==> src/rtl/axis_rr_arbiter.sv <==
// Packet-aware round-robin arbiter: locks one requester onto a shared valid/ready
// stream until its last beat is accepted, then rotates priority past it.
module axis_rr_arbiter #(
   parameter int NREQ   = 4,
   parameter int DWIDTH = 4
) (
   input  logic                   clk,
   input  logic                   rstn,
   input  logic [NREQ*DWIDTH-1:0] i_data,
   input  logic [NREQ-1:0]        i_valid,
   input  logic [NREQ-1:0]        i_last,
   output logic [NREQ-1:0]        o_ready,
   output logic [DWIDTH-1:0]      o_data,
   output logic                   o_valid,
   output logic                   o_last,
   input  logic                   i_ready,
   output logic [NREQ-1:0]        o_grant,
   output logic                   o_busy
);

   localparam int GW = (NREQ > 1) ? $clog2(NREQ) : 1;

   typedef enum logic {IDLE, LOCKED} state_t;

   state_t        state, state_next;
   logic [GW-1:0] g, g_next;
   logic [GW-1:0] p, p_next;
   logic          sel_found;
   logic [GW-1:0] sel_idx;
   logic          accept;

   function automatic logic [GW-1:0] rr_index(input logic [GW-1:0] base, input int offset);
      int sum;
      sum = (int'(base) + offset) % NREQ;
      return sum[GW-1:0];
   endfunction

   always_ff @(posedge clk) begin
      if (!rstn) begin
         state <= IDLE;
         g     <= '0;
         p     <= GW'(NREQ - 1);
      end else begin
         state <= state_next;
         g     <= g_next;
         p     <= p_next;
      end
   end

   // Search starts just after the last served requester, so it gets lowest priority.
   always_comb begin
      sel_found = 1'b0;
      sel_idx   = '0;
      for (int i = 1; i <= NREQ; i++) begin
         if (!sel_found && i_valid[rr_index(p, i)]) begin
            sel_found = 1'b1;
            sel_idx   = rr_index(p, i);
         end
      end
   end

   assign accept = (state == LOCKED) && i_valid[g] && i_ready;

   always_comb begin
      state_next = state;
      g_next     = g;
      p_next     = p;
      case (state)
         IDLE: begin
            if (sel_found) begin
               state_next = LOCKED;
               g_next     = sel_idx;
            end
         end
         LOCKED: begin
            if (accept && i_last[g]) begin
               state_next = IDLE;
               p_next     = g;
            end
         end
         default: state_next = IDLE;
      endcase
   end

   // Outputs are forced low while rstn is held so the bus is quiet during reset.
   always_comb begin
      o_valid = 1'b0;
      o_data  = '0;
      o_last  = 1'b0;
      o_ready = '0;
      o_grant = '0;
      o_busy  = 1'b0;
      if (rstn && state == LOCKED) begin
         o_valid    = i_valid[g];
         o_data     = i_data[g*DWIDTH +: DWIDTH];
         o_last     = i_last[g];
         o_ready[g] = i_ready;
         o_grant[g] = 1'b1;
         o_busy     = 1'b1;
      end
   end

endmodule

==> config.mk <==
export PLATFORM = sky130hd
export DESIGN_NAME = axis_rr_arbiter
export DESIGN_NICKNAME = d
export VERILOG_FILES = /design/src/rtl/axis_rr_arbiter.sv
export SDC_FILE = /design/constraint.sdc
export NUM_CORES = 1
export LEC_CHECK = 0
export CAP_MARGIN = 20
export CELL_PAD_IN_SITES_DETAIL_PLACEMENT = 0
export CELL_PAD_IN_SITES_GLOBAL_PLACEMENT = 2
export CORE_UTILIZATION = 17
export CTS_BUF_LIST = sky130_fd_sc_hd__clkbuf_8
export DETAILED_ROUTE_END_ITERATION = 10
export PLACE_DENSITY = 0.76
export REMOVE_ABC_BUFFERS = 1
export SLEW_MARGIN = 20
export SYNTH_ARGS = -nofsm -noshare
export SYNTH_HDL_FRONTEND = slang
export SYNTH_SLANG_ARGS = --single-unit
==> constraint.sdc <==
create_clock -name clk -period 1.95 [get_ports clk]
set_input_delay 0.585 -clock clk [delete_from_list [all_inputs] [get_ports clk]]
set_output_delay 0.585 -clock clk [all_outputs]
set_load 0.05 [all_outputs]
==> summary.md <==
| Metric | Value |
|---|---|
| LEAKAGE | 0.645 nW |
| Failing checks | setup timing |
| Syn_area_per_cell | 7.92 um2 |
| Share of power burned in registers | 0.171 |
| Tmin final | 2.04 ns |
| Fin nets | 169 |
| Vias/cell | 4.38 |
| Clock skew | 0.00167 ns |
| I/O Buffers | 41 |
| Commonest non-fill, non-tap cells in the layout | 24 x buf_2, 24 x buf_4, 16 x buf_12 |
| Max-slew violation count | 0 |
| Via count | 811 |
| Post-route ant nets | 0 |
| Clock power frac | 0.209 |
| Fin cells | 185 |
| Horiz. Die Dim | 60.3 um |
| DR DRC count | 0 |
| Sequential cell area fraction in the yosys report | 0.173 |
| DP Cell Count | 174 |
| Netlist area before placement | 578 um2 |
| Initial antenna violation count | 0 |
| Crit path DAT | 1.46 ns |
| CP max FO | 2 |
| 1st-pass router iterations | 4 |
| Post-Synthesis Cells | 73 |
| IO Pins | 42 |
| Final Hold Vio Count | 0 |
| P_int | 558 uW |
| Comb pwr share | 0.620 |
| CTS tree | yes |
| Setup CP Type | input port to output pin |
| WL per Instance | 11.5 um |
| Status | complete, but fails checks |
| CORE AREA | 0.00313 mm2 |
| Clock buffer count from CTS | 3 |
| Drt total wl | 2130 um |
| Place WS | -0.487 ns |
| Ant diodes | 0 |
| Vias in the first global route | 841 |
| Library cells used by synthesis | 27 |
| Final clock period utilization by the worst path | 1.05 |
| Starting density of the core | 0.185 |
| Req. time, crit path | 1.36 ns |
| Net Switching | 317 uW |
| Met1 usage | 0.133 |
| Largest net degree at the start of global routing | 10 |
| Slew @ Worst Pin | 0.343 ns |
| Die height | 60.3 um |
| Hold Crit Class | register to register |
| Fin area | 0.00142 mm2 |
| Pwr/cell area | 617 mW/mm2 |
| RSZ-0062 raised after global routing | true |
| Switching share of power | 0.362 |
| FILL cells | 313 |
| Fmax | 0.490 GHz |
| H-tree Lvls | 1 |
| Worst Setup Slack, final | -0.0914 ns |
| Detailed Place HPWL | 1690 um |
| Worst skew pair latency | 0.22 ns |
| Syn. warnings | 0 |
| GPL Wtd Cong | 0.661 |
| Crit. End Element | output pin |
| Clock transition at path regs | 0.04 ns |
| Overflow after GRT | 0 |
| Max clock buf depth | 2 |
| Total power | 876 uW |
| Max Cap Viol | 0 |
| Met2 Use GR | 0.232 |
| Num rows | 20 |
| Gr usage total | 0.123 |
| Setup TNS | -0.370 ns |
| CTS Sinks | 5 |
| Max VDD drop | 0.000293 V |
| Layout cells sized above 1 | 0.709 |
| First-pass GRT wire length | 3420 um |
| Hold Worst Slack | 0.567 ns |
| Area after DPL | 0.00134 mm2 |
| Final Util | 0.454 |
| Area grow syn2layout | 146% |
| Die area | 0.00364 mm2 |
| Worst setup SP type | input port |
| Slew margin rel. | 0.771 |
| GRT busiest layer | met2 |
| Root Buffer | clkbuf_8 |
| Met3 usage | 0.0368 |
| Final setup violating endpoints | 5 |
| Iteration-0 DRC Markers | 16 |
| FF+latch count, synth | 5 |
| # hold bufs at CTS | 0 |
==> flip-flops by register name, summed over array words and instances, names as in the netlist <==
register / cells
g: 2
p: 2
state: 1
==> power groups by stage <==
stage                     Combinational [mW]  Clock [mW]  Sequential, mW
after floorplan                        0.197           0           0.149
after global placement                 0.465           0           0.148
after detailed placement               0.468           0           0.148
after CTS                              0.513       0.189           0.150
after global routing                   0.575       0.201           0.155
final                                  0.543       0.183           0.150
==> metal layers <==
metal	wire length [um]	up-vias
li1	-	402
met1	900	372
met2	992	35
met3	230	2
met4	4	0
met5	0	-
==> worst max-delay path, stage by stage <==
cell and delay (ns):
buf_2 0.09, mux4_2 0.47, and2_4 0.16, buf_12 0.14
==> layout make-up <==
type / count / area [um2] / share of cell area
clock buffers: 3 / 41.3 / 0.0291
clock inverters: 1 / 3.75 / 0.00264
inverters: 5 / 18.8 / 0.0132
multi-input cells: 58 / 523 / 0.368
flip-flops and latches: 5 / 108 / 0.0758
well taps: 44 / 55.1 / 0.0388
repair buffers: 69 / 671 / 0.472
==> logic make-up (layout without fill, tap and decap cells) <==
group / after synthesis / after routing / share of synthesized area
muxes: 7 / 7 / 0.255
DFF: 5 / 5 / 0.173
buffers and inverters: 10 / 78 / 0.0801
AOI/OAI and AO/OA: 17 / 17 / 0.193
and+or+nand+nor: 34 / 34 / 0.299
==> cells in the mapped netlist <==
cell      count  area (um2)
a211o_1       1        8.76
a21boi_0      1        7.51
a21o_1        1        7.51
a21oi_1       1        5.00
a31oi_1       2        12.5
and2_1        5        31.3
and2_4        1        8.76
and3_1        2        12.5
buf_2         1        5.00
buf_6         1        11.3
clkbuf_1      3        11.3
dfxtp_1       5         100
inv_1         5        18.8
mux2i_1       2        20.0
mux4_1        4         105
mux4_2        1        22.5
nand2_1       9        33.8
nand2b_1      2        12.5
nand3_1       2        10.0
nand3b_1      1        7.51
nor2_1        7        26.3
nor3_1        3        15.0
nor3b_1       2        15.0
o211ai_1      2        15.0
o21ai_0       5        25.0
o221ai_1      2        17.5
o22ai_1       2        12.5
==> worst paths after layout <==
path                            cells after the start  endpoint  slack [ns]       from
worst min register to register                      2      g[0]        0.57       p[0]
worst min-delay path                                2      g[0]        0.57       p[0]
worst max-delay path                                4    o_last       -0.09  i_last[3]
worst max register to register                      9      p[0]        0.17       g[1]
==> timing repair <==
item,in CTS,in global routing
pin swaps,9,4
gates resized for setup,104,17
endpoints found under the setup margin,15,13
endpoints found under the hold margin,0,0
buffers inserted,7,0
No activity file was read; power rests on OpenSTA's default activity.
